<file path="src/rtl/pipe_stage_hs.sv">
`default_nettype none
// ============================================================================
//  Module   : pipe_stage_hs
//  Purpose  : Generic inter-stage pipeline register with valid/ready
//             handshake. It carries an opaque control field and a data field,
//             and has an optional 2-entry skid buffer that keeps in_ready off
//             the combinational ready path. A saturating stall counter is
//             included.
//  Revision : 1.0 - initial release
// ============================================================================
module pipe_stage_hs #(
  parameter int DATA_W    = 160,
  parameter int CTRL_W    = 24,
  parameter int SKID      = 1,
  parameter int ZERO_DATA = 0,
  parameter int CNT_W     = 16
) (
  input  logic              clk,
  input  logic              rst_n,
  input  logic              flush,
  input  logic              in_valid,
  output logic              in_ready,
  input  logic [CTRL_W-1:0] in_ctrl,
  input  logic [DATA_W-1:0] in_data,
  output logic              out_valid,
  input  logic              out_ready,
  output logic [CTRL_W-1:0] out_ctrl,
  output logic [DATA_W-1:0] out_data,
  output logic [1:0]        occupancy,
  output logic [CNT_W-1:0]  stall_cnt
);

  localparam logic [CNT_W-1:0] c_cnt_max = {CNT_W{1'b1}};
  localparam logic [CNT_W-1:0] c_cnt_one = {{(CNT_W-1){1'b0}}, 1'b1};

  logic              w_valid;
  logic              w_in_ready;
  logic [CTRL_W-1:0] w_head_ctrl;
  logic [DATA_W-1:0] w_head_data;
  logic [1:0]        w_occ;
  logic              w_accept;
  logic              w_pop;
  logic [CNT_W-1:0]  r_stall_cnt;

  assign w_accept = in_valid && w_in_ready;
  assign w_pop    = w_valid && out_ready;

  if (SKID != 0) begin : g_skid
    typedef enum logic [1:0] {
      S_EMPTY = 2'd0,
      S_ONE   = 2'd1,
      S_TWO   = 2'd2
    } state_t;

    state_t            r_state;
    logic              r_in_ready;
    logic [CTRL_W-1:0] r_head_ctrl;
    logic [DATA_W-1:0] r_head_data;
    logic [CTRL_W-1:0] r_skid_ctrl;
    logic [DATA_W-1:0] r_skid_data;

    // Head/skid FSM; in_ready is a flop so upstream never sees out_ready combinationally.
    always_ff @(posedge clk or negedge rst_n) begin
      if (!rst_n) begin
        r_state     <= S_EMPTY;
        r_in_ready  <= 1'b1;
        r_head_ctrl <= '0;
        r_head_data <= '0;
        r_skid_ctrl <= '0;
        r_skid_data <= '0;
      end else if (flush) begin
        // Everything held and the incoming beat are discarded.
        r_state    <= S_EMPTY;
        r_in_ready <= 1'b1;
        if (ZERO_DATA != 0) begin
          r_head_data <= '0;
          r_skid_data <= '0;
        end
      end else begin
        case (r_state)
          S_EMPTY: begin
            if (w_accept) begin
              r_head_ctrl <= in_ctrl;
              r_head_data <= in_data;
              r_state     <= S_ONE;
            end
          end
          S_ONE: begin
            if (w_accept && w_pop) begin
              r_head_ctrl <= in_ctrl;
              r_head_data <= in_data;
            end else if (w_accept) begin
              // Downstream stalled: absorb the beat that was already in flight.
              r_skid_ctrl <= in_ctrl;
              r_skid_data <= in_data;
              r_state     <= S_TWO;
              r_in_ready  <= 1'b0;
            end else if (w_pop) begin
              r_state <= S_EMPTY;
              if (ZERO_DATA != 0) begin
                r_head_data <= '0;
              end
            end
          end
          S_TWO: begin
            if (w_pop) begin
              r_head_ctrl <= r_skid_ctrl;
              r_head_data <= r_skid_data;
              r_state     <= S_ONE;
              r_in_ready  <= 1'b1;
              if (ZERO_DATA != 0) begin
                r_skid_data <= '0;
              end
            end
          end
          default: begin
            r_state    <= S_EMPTY;
            r_in_ready <= 1'b1;
          end
        endcase
      end
    end

    assign w_valid     = (r_state != S_EMPTY);
    assign w_in_ready  = r_in_ready;
    assign w_head_ctrl = r_head_ctrl;
    assign w_head_data = r_head_data;
    assign w_occ       = 2'(r_state);
  end else begin : g_single
    logic              r_valid;
    logic [CTRL_W-1:0] r_head_ctrl;
    logic [DATA_W-1:0] r_head_data;

    // Single holding register; refills in the same cycle the head pops.
    always_ff @(posedge clk or negedge rst_n) begin
      if (!rst_n) begin
        r_valid     <= 1'b0;
        r_head_ctrl <= '0;
        r_head_data <= '0;
      end else if (flush) begin
        r_valid <= 1'b0;
        if (ZERO_DATA != 0) begin
          r_head_data <= '0;
        end
      end else if (w_accept) begin
        r_valid     <= 1'b1;
        r_head_ctrl <= in_ctrl;
        r_head_data <= in_data;
      end else if (w_pop) begin
        r_valid <= 1'b0;
        if (ZERO_DATA != 0) begin
          r_head_data <= '0;
        end
      end
    end

    assign w_valid     = r_valid;
    assign w_in_ready  = !r_valid || out_ready;
    assign w_head_ctrl = r_head_ctrl;
    assign w_head_data = r_head_data;
    assign w_occ       = {1'b0, r_valid};
  end

  // Saturating count of cycles the head beat is blocked; flush does not clear it.
  always_ff @(posedge clk or negedge rst_n) begin
    if (!rst_n) begin
      r_stall_cnt <= '0;
    end else if (w_valid && !out_ready && (r_stall_cnt != c_cnt_max)) begin
      r_stall_cnt <= r_stall_cnt + c_cnt_one;
    end
  end

  // A bubble is always presented as a NOP control word.
  assign out_valid = w_valid;
  assign in_ready  = w_in_ready;
  assign out_ctrl  = w_valid ? w_head_ctrl : '0;
  assign out_data  = ((ZERO_DATA != 0) && !w_valid) ? '0 : w_head_data;
  assign occupancy = w_occ;
  assign stall_cnt = r_stall_cnt;

endmodule
`default_nettype wire

</file>
<file path="config.mk">
export PLATFORM = sky130hd
export DESIGN_NAME = pipe_stage_hs
export DESIGN_NICKNAME = d
export VERILOG_FILES = /design/src/rtl/pipe_stage_hs.sv
export SDC_FILE = /design/constraint.sdc
export NUM_CORES = 1
export LEC_CHECK = 0
export ABC_AREA = 1
export BUFFER_PORTS_ARGS = -buffer_cell sky130_fd_sc_hd__buf_2
export CAP_MARGIN = 40
export CORE_ASPECT_RATIO = 1.1
export CORE_MARGIN = 4
export CORE_UTILIZATION = 39
export CTS_BUF_LIST = sky130_fd_sc_hd__clkbuf_2 sky130_fd_sc_hd__clkbuf_4 sky130_fd_sc_hd__clkbuf_8
export CTS_CLUSTER_SIZE = 16
export DETAILED_ROUTE_END_ITERATION = 10
export GPL_ROUTABILITY_DRIVEN = 0
export HOLD_SLACK_MARGIN = 0.03
export PLACE_DENSITY = 0.62
export SYNTH_ARGS = -nofsm -noshare
export SYNTH_HDL_FRONTEND = slang
export SYNTH_SLANG_ARGS = --single-unit
</file>
<file path="constraint.sdc">
create_clock -name clk -period 4.55 [get_ports clk]
set_clock_uncertainty 0.05 [all_clocks]
set_input_delay 0.91 -clock clk [delete_from_list [all_inputs] [get_ports clk]]
set_output_delay 0.91 -clock clk [all_outputs]
set_load 0.02 [all_outputs]
</file>
Word-level counts from Yosys, hierarchy flattened:

Cells that the tools add are included.
W data, S select, Z words.

* bits in registers: 387
* bits of input ports: 189
* output and inout port bits: 204
* word-level logic and storage cells: 56

* $add $sub $neg: 1
* equal/unequal tests: 12
* mux-type cells: 21
* bitwise operators: 2
* reductions and logical operators: 13

Operator list (number)
* $mux W160: 3
* $pmux W160 S3: 1
* $mux W24: 4
* $pmux W24 S3: 1
* $add A16 B1 Y16 const B: 1
* $ne A16 B16 Y1 const B: 1
* $mux W2: 6
* $ne A3 B3 Y1 const B: 4
* $reduce_and A4 Y1: 3
* $ne A2 B2 Y1 const B: 4
* $pmux W2 S3: 1
* $logic_and A1 B1 Y1: 5
* $reduce_and A5 Y1: 1
* $mux W1: 4
* $ne A4 B4 Y1 const B: 1
* $pmux W1 S3: 1
* $reduce_bool A3 Y1: 1
* $eq A2 B1 Y1 const B: 1
* $eq A2 B2 Y1 const B: 1
* $logic_not A2 Y1: 1
* $not A1 Y1: 2
* $reduce_bool A2 Y1: 1
* $logic_not A1 Y1: 1

Longest topological paths before layout:

Gate-level depths: netlist of the first run.

* depth after elaboration: 7
* gate-level depth with buffers: 9
* gate-level depth less buffers: 8

Worst setup path before layout of the first run:

OpenSTA, ideal clock, no wires.

* kind: register -> output
* from: register g_skid.r_state[0], in the netlist occupancy[0]
* to: output port out_ctrl[10]
* arrival time: 1.273 ns
* required time: 3.590 ns
* slack: 2.317 ns
* stages on the path, launching flop included: 5
* path buffers: 2
* cells stage by stage: dfrtp_1 buf_4 nor2_4 clkbuf_1 nor2_1

* cells in the longest elaborated chain, start to end: 2

RTL lines
* start: declaration: RTL line 55 `state_t r_state;`
* start signal: assignment: RTL line 65 `r_state <= S_EMPTY;`
* start signal: assignment: RTL line 73 `r_state <= S_EMPTY;`
* start signal: assignment: RTL line 85 `r_state <= S_ONE;`
* $reduce_bool A2 Y1: RTL line 124 `assign w_valid = (r_state != S_EMPTY);`
* $mux W24: RTL line 176 `assign out_ctrl = w_valid ? w_head_ctrl : '0;`
* end: declaration: RTL line 27 `output logic [CTRL_W-1:0] out_ctrl,`

Every way passes these cells.

Worst setup path after layout of the first run:

* from: register g_skid.r_state[0], in the netlist occupancy[0]
* to: output port out_ctrl[7]

The elaborated chain is that of the path after synthesis.

==> results.py, run 1 <==
metrics = {
    "outcome": {
        "outcome": "complete, no violations",
    },
    "timing": {
        "fin_crit_ns": 2.890,
        "hold_viol": 0,
        "slew_headroom": 0.3407,
        "worst_pin_slew_ns": 0.9889,
        "tns_ns": 0,
        "rsz0062_at_grt": "no",
        "slew_violations": 0,
        "fmax_mhz": 346.1,
        "post-route-period-util": 0.6351,
        "setup_violations": 0,
    },
    "power_and_ir_drop": {
        "seq_power_share": 0.423,
        "p_leak_nw": 10.40,
        "p_per_area_nw_per_um2": 664.6,
        "p_comb_frac": 0.324,
        "p_sw_mw": 5.243,
        "ir_drop_v": 0.0003333,
        "power_mw": 13.91,
        "switching_share": 0.3771,
        "pwr-share-clk": 0.252,
        "p_int_mw": 8.662,
    },
    "floorplan": {
        "num_rows": 80,
        "core_um2": 43340,
        "fp.dieArea_um2": 47250,
        "start_util": 0.3944,
        "die_w_um": 207.6,
        "ios": 393,
        "die_h_um": 227.6,
    },
    "layout": {
        "diodes": 0,
        "nets": 2552,
        "finalNonFillerCells": 2984,
        "area_delta_synth_final_pct": 22.39,
        "fillers": 4173,
        "drive_gt1_frac": 0.2232,
    },
    "clocking": {
        "h-tree-depth": 3,
        "clock-sinks": 387,
        "clkTransAtPathRegs_ns": 0.06,
        "root_buffer": "clkbuf_8",
        "cts_tree": "yes",
        "clock_path_buffers": 3,
        "postCtsSetupBuffers": 0,
        "ctsResizeCount": 0,
        "cts_buffers": 67,
        "cts_hold_buf": 0,
        "clock_latency_ns": 0.61,
    },
    "synthesis": {
        "yosys.area_share.adder": 0.0007320,
        "ys_seq_area_frac": 0.5666,
        "muxShareOfSynthArea": 0,
        "netlist-cell-type-count": 25,
        "synth_area_per_cell_um2": 8.509,
        "syn_nets": 2199,
        "synth_top_family_by_area": "compound AO/OA/AOI/OAI gates",
        "yosysTopAreaCellShare": 0.5651,
        "synth_simple_gate_area_frac": 0.1587,
        "ys_ff_latch": 387,
        "synth_area_leaders": "dfrtp_1 57%, nand2_1 9.2%, o21a_1 6.1%",
        "syn_area_um2": 17090,
        "yosysWarnings": 0,
        "synth_compound_area_frac": 0.1841,
        "synth_top_cell_by_area": "dfrtp_1",
        "syn_inst": 2009,
        "synth-xor-area-share": 0.004099,
    },
    "grt": {
        "grt_start_max_net_pins": 160,
        "antenna_found_initial": 0,
        "grt-ovfl-total": 0,
        "grt_pass1_vias": 13802,
        "track_usage": 0.1790,
        "grt_first_pass_wirelength_um": 70090,
    },
    "placement": {
        "dpl.cell_count": 2867,
        "io_buffers": 392,
        "dp_hpwl_um": 28980,
    },
    "route": {
        "drc": 0,
        "wire_per_inst_um": 14.56,
        "antenna_left": 0,
        "avgViaCountPerCell": 4.728,
        "first_pass_iters": 7,
        "vias": 14109,
        "wl_um": 43440,
        "drtIter0Drc": 949,
    },
    "setup_path": {
        "crit-reg2reg-launch": "occupancy[0]",
        "cpPeakStageDelay_ns": 0.55,
        "crit_family": "simple AND/OR/NAND/NOR gates",
        "reg2reg_depth": 6,
        "arrival_ns": 1.93,
        "crit_type": "register to output port",
        "r2r-end": "g_skid.r_skid_data[106]",
        "cp_data_required_time_ns": 3.59,
        "crit_path_end": "out_ctrl[7]",
        "path_max_fanout": 27,
        "crit_chain": "nor2_4 -> nor2_1 -> buf_2",
        "startpoint": "occupancy[0]",
        "crit_buf_inv": 1,
        "critPathLaunchType": "register",
        "endpoint_kind": "output port",
        "reg2reg_slack_ns": 1.95,
        "cp_num_cells": 3,
        "slowest_stage": "nor2_4",
    },
    "job": {
        "drv_cap": 0,
    },
    "hold_path": {
        "hp-class": "input pin to asynchronous set/reset pin",
    },
}
[power by group through the flow]
stage                     sequential (mW)  combinational, mW  clock (mW)
final                                5.89               4.51        3.51
after CTS                            5.90               4.58        3.64
after global placement               5.90               4.45           0
after floorplan                      6.60               2.21           0
after detailed placement             5.91               4.58           0
after global routing                 6.07               5.07        3.80
[worst register-to-register path, cell delays in order (launching register included)]
cell and delay, ns:
dfrtp_1 0.52, nor2_4 0.55, inv_2 0.07, nand2_1 0.21, nand2_8 0.31, buf_12 0.37, o21ai_0 0.45
[cells by family after synthesis]
logic type | after synthesis
simple gates | 703
flops | 387
fa+ha+maj | 1
xor+xnor | 8
compound gates | 558
buf+inv | 352
[synth_stat cells]
master and number:
clkbuf_1 29, o21ai_2 1, o21ai_0 161, nor2_1 248, dfstp_2 1, nor2_4 2, inv_1 222, buf_2 83
o21a_1 138, inv_2 4, buf_4 11, xnor2_1 5, nor3_2 1, ha_1 1, nor2_2 1, nand2_1 419
o211ai_1 2, nand3_1 24, xor2_1 3, buf_1 3, nand4_1 7, dfrtp_1 386, o21ai_1 52, a21oi_1 204
nand2_2 1
[area by class of cell]
cell class              instances  area [um2]  area share
flip-flops and latches        387        9686      0.4630
multi-input cells            1270        5961      0.2849
repair buffers                410        2207      0.1055
clock buffers                 110        1389     0.06638
inverters                     226       848.3     0.04055
well taps                     574       718.2     0.03433
clock inverters                 7       112.6    0.005382
[cells in the final DEF, fill, tap and decap left out]
cell type	Yosys	routed
o21a_1	138	138
clkbuf_4	0	20
nand2_8	0	1
xnor2_1	5	5
nor3_2	1	1
o21ai_1	52	52
bufinv_16	0	3
dfstp_2	1	1
clkinv_2	0	3
nor2_1	248	248
buf_12	0	8
inv_2	4	4
ha_1	1	1
nand4_1	7	7
buf_4	11	10
clkbuf_8	0	90
buf_2	83	391
buf_8	0	1
dfrtp_1	386	386
nor2_4	2	3
clkinvlp_4	0	1
o211ai_1	2	2
xor2_1	3	3
nand3_1	24	24
o21ai_0	161	161
nand2_1	419	419
o21ai_2	1	1
a21oi_1	204	204
inv_1	222	222
[routing by layer]
layer  GRT usage  part of all wire  up-vias
li1            -                 -     7082
met1      0.2428              0.45     6553
met2      0.2774              0.45      409
met3     0.05003             0.070       65
met4     0.06739             0.025        0
met5           0                 0        -
[metrics by stage]
stage / area [um2] / worst slack (ns) / utilization / hold WS [ns]
after global placement: 19420 / 1.749 / 0.4481 / 0.4089
after global routing: 20920 / 1.479 / 0.4827 / 0.3868
after CTS: 20920 / 1.572 / 0.4827 / 0.3337
after floorplan: 17090 / 2.317 / - / 0.4034
after detailed placement: 19420 / 1.690 / 0.4481 / 0.4194
final: 20920 / 1.660 / 0.4827 / 0.3544
[state kept, by name (all words and copies together), names as in the netlist]
register            count
g_skid.r_skid_data    160
out_data              160
g_skid.r_head_ctrl     24
g_skid.r_skid_ctrl     24
stall_cnt              16
occupancy               2
in_ready                1
[worst min-delay path by stage]
| stage | startpoint | to | slack, ns | cells past startpoint |
|---|---|---|---|---|
| floorplan | g_skid.r_skid_ctrl[14] | g_skid.r_skid_ctrl[14] | 0.40 | 2 |
| global placement | in_ready | in_ready | 0.41 | 2 |
| detailed placement | in_ready | in_ready | 0.42 | 2 |
| CTS | rst_n | g_skid.r_skid_ctrl[11] | 0.33 | 1 |
| global route | rst_n | g_skid.r_skid_ctrl[11] | 0.39 | 1 |
| finish | rst_n | g_skid.r_skid_ctrl[9] | 0.35 | 1 |
(Power assumes the default switching activity.)
==> run 2, diff against run 1 <==
--- a/config.mk
+++ b/config.mk
@@ -5,7 +5,7 @@
 export SDC_FILE = /design/constraint.sdc
 export NUM_CORES = 1
 export LEC_CHECK = 0
-export ABC_AREA = 1
+export ABC_AREA = 0
 export BUFFER_PORTS_ARGS = -buffer_cell sky130_fd_sc_hd__buf_2
 export CAP_MARGIN = 40
 export CORE_ASPECT_RATIO = 1.1
@@ -16,7 +16,7 @@
 export DETAILED_ROUTE_END_ITERATION = 10
 export GPL_ROUTABILITY_DRIVEN = 0
 export HOLD_SLACK_MARGIN = 0.03
-export PLACE_DENSITY = 0.62
+export PLACE_DENSITY = 0.65
 export SYNTH_ARGS = -nofsm -noshare
 export SYNTH_HDL_FRONTEND = slang
 export SYNTH_SLANG_ARGS = --single-unit
==> constraint.sdc (replaced) <==
create_clock -name clk -period 2.55 [get_ports clk]
set_clock_uncertainty 0.05 [all_clocks]
set_input_delay 0.51 -clock clk [delete_from_list [all_inputs] [get_ports clk]]
set_output_delay 0.51 -clock clk [all_outputs]
set_load 0.02 [all_outputs]
==> run 2 against run 1 <==
Net effect: clock-buffer cell count fell by 9; critical endpoint is now out_ctrl[20]; cell count fell by 15%; setup slack worse by 1.5 ns; first-iteration DRC count is 45% lower; total power increased by 39%; die area decreased by 5.5%.
==> results.py, run 2 <==
metrics = {
    "timing": {
        "hold_viol": 0,
        "slew_violations": 0,
        "fmax_mhz": 414.9,
        "rsz0062_at_grt": "no",
        "setup_violations": 0,
        "slew_headroom": 0.5607,
        "post-route-period-util": 0.9451,
        "worst_pin_slew_ns": 0.6589,
        "fin_crit_ns": 2.410,
        "worst_hold_slack_ns": 0.1048,
        "fin_ws_ns": 0.1400,
        "tns_ns": 0,
    },
    "layout": {
        "area_delta_synth_final_pct": 27.07,
        "layout_commonest_cell": "buf_2",
        "final_cell_mix": "391 x buf_2, 385 x dfrtp_1, 376 x nand2_1",
        "drive_gt1_frac": 0.3831,
        "final_cell_area_um2": 20470,
        "fillers": 3650,
        "nets": 2106,
    },
    "setup_path": {
        "reg2reg_depth": 6,
        "cpPeakStageDelay_ns": 0.51,
        "cp_data_required_time_ns": 1.99,
        "critPathLaunchType": "register",
        "crit_chain": "nor2_1 -> buf_4 -> nor2b_1 -> buf_2",
        "crit_type": "register to output port",
        "path_max_fanout": 11,
        "slowest_stage": "dfrtp_1",
        "arrival_ns": 1.85,
        "endpoint_kind": "output port",
    },
    "route": {
        "wl_um": 42530,
        "vias": 12590,
        "wire_per_inst_um": 16.83,
        "drtIter0Drc": 518,
        "drc": 0,
        "antenna_left": 0,
        "first_pass_iters": 4,
        "avgViaCountPerCell": 4.982,
    },
    "clocking": {
        "root_buffer": "clkbuf_8",
        "clkTransAtPathRegs_ns": 0.07,
        "clock_path_buffers": 3,
        "cts_tree": "yes",
        "clock-sinks": 387,
        "cts_buffers": 66,
        "clock_latency_ns": 0.60,
        "h-tree-depth": 3,
    },
    "floorplan": {
        "die_w_um": 201.8,
        "ios": 393,
        "start_util": 0.3973,
        "fp.dieArea_um2": 44630,
        "core_um2": 40560,
        "num_rows": 77,
        "die_h_um": 221.2,
    },
    "synthesis": {
        "synth_flop_cell": "dfrtp_1",
        "async_flop_share": 1.000,
        "syn_area_um2": 16110,
        "synth_edf_count": 0,
        "synth_area_per_cell_um2": 10.66,
        "synth_common_cells": "386 x dfrtp_1, 377 x nand2_1, 188 x nor2_1, 186 x a31oi_1, 185 x mux2_2",
        "syn_nets": 1702,
        "yosysWarnings": 0,
        "ys_seq_area_frac": 0.6011,
        "synth_top_cell_by_area": "dfrtp_1",
        "yosysTopAreaCellShare": 0.5995,
        "syn_inst": 1512,
        "netlist-cell-type-count": 32,
        "synth_most_common_cell": "dfrtp_1",
        "synth_area_leaders": "dfrtp_1 60%, mux2_2 13%, nand2_1 8.8%",
        "ys_ff_latch": 387,
    },
    "hold_path": {
        "hp-class": "input pin to register",
        "whs_path_depth": 2,
    },
    "power_and_ir_drop": {
        "seq_power_share": 0.460,
        "p_per_area_nw_per_um2": 942.3,
        "p_sw_mw": 5.949,
        "p_int_mw": 13.34,
        "switching_share": 0.3083,
        "p_leak_nw": 9.460,
        "pwr-share-clk": 0.314,
        "power_mw": 19.29,
        "p_comb_frac": 0.225,
        "ir_drop_v": 0.0005471,
    },
    "grt": {
        "grt_start_max_net_pins": 102,
        "antenna_found_initial": 10,
        "track_usage": 0.1875,
        "grt_pass1_vias": 12947,
        "top_usage_layer": "met2",
        "met2_usage": 0.3059,
        "grt_util_met3": 0.06120,
        "grtUsageMet1": 0.2301,
        "grt-ovfl-total": 0,
        "grt_first_pass_wirelength_um": 69210,
    },
    "placement": {
        "dp_slack_ns": 0.3486,
        "dpl_cell_area_um2": 18980,
        "io_buffers": 392,
        "dp_hpwl_um": 29310,
    },
    "outcome": {
        "outcome": "complete, no violations",
    },
    "job": {
        "drv_cap": 0,
    },
}
-- run 2: cell types whose count changed in the layout (fill, tap and decap cells not counted), moves of 20 or more --
cell     delta
o21ai_1    -52
inv_1     -219
a31oi_1   +186
o21ai_0   -160
a21oi_1   -204
o21a_1    -138
nand3_1    -20
mux2_2    +185
nor2_1     -61
nand2_1    -43
nor2b_1    +24
-- run 2: path summary, 6_finish.rpt --
check	from	to	slack, ns
max	occupancy[1]	out_ctrl[20]	0.14
min	in_data[68]	g_skid.r_skid_data[68]	0.10
max reg2reg	occupancy[1]	g_skid.r_skid_data[87]	0.33
min reg2reg	stall_cnt[15]	stall_cnt[15]	0.44
max in group asynchronous	rst_n	g_skid.r_skid_ctrl[21]	1.19
min in group asynchronous	rst_n	g_skid.r_skid_data[124]	0.38
-- run 2: cell type report --
class                      count  area (um2)  area share
sequential                   387        9687      0.4731
multi-input combinational   1017        5983      0.2922
timing repair buffer         441        2618      0.1278
clock buffer                 101        1277     0.06239
tap                          553       691.9     0.03379
clock inverter                19       191.4    0.009350
antenna                        6       15.01   0.0007333
inverter                       3       11.26   0.0005500
-- run 2: routing by layer --
layer / vias up / part of all wire
met3: 86 / 0.070
li1: 5958 / -
met4: 8 / 0.029
met1: 6190 / 0.41
met2: 348 / 0.49
met5: - / 0.0011
-- run 2: power groups by stage --
| stage | clock [mW] | sequential [mW] | combinational (mW) |
|---|---|---|---|
| after floorplan | 0 | 9.53 | 2.03 |
| after global placement | 0 | 8.89 | 4.29 |
| after detailed placement | 0 | 8.98 | 4.41 |
| after CTS | 6.27 | 8.89 | 4.41 |
| after global routing | 6.59 | 9.10 | 4.77 |
| final | 6.07 | 8.88 | 4.35 |
-- run 2: metrics by stage --
step,cells,util
floorplan,1512,-
global placement,2400,0.4679
detailed placement,2400,0.4679
CTS,2521,0.5044
global route,2527,0.5048
finish,2527,0.5048
-- run 2: kinds of logic after synthesis --
group | synth area share
AO/OA/AOI/OAI | 0.07462
XOR/XNOR | 0.008154
adder cells (fa/ha/maj) | 0.0007764
buffers and inverters | 0.02982
flip-flops | 0.6011
multiplexers | 0.1293
AND/OR/NAND/NOR | 0.1562
-- run 2: what timing repair did --
action / CTS / global route
buffers inserted: 0 / 0
setup endpoints to repair: 0 / 3
hold endpoints to repair: 40 / 0
resized for setup: 0 / 1
hold buffers: 1 / 0
-- run 2: worst max-delay path: cells and delay by family (launching register included) --
kind	cells	cell delay, ns
buffers and inverters	2	0.41
DFF	1	0.51
and+or+nand+nor	2	0.33
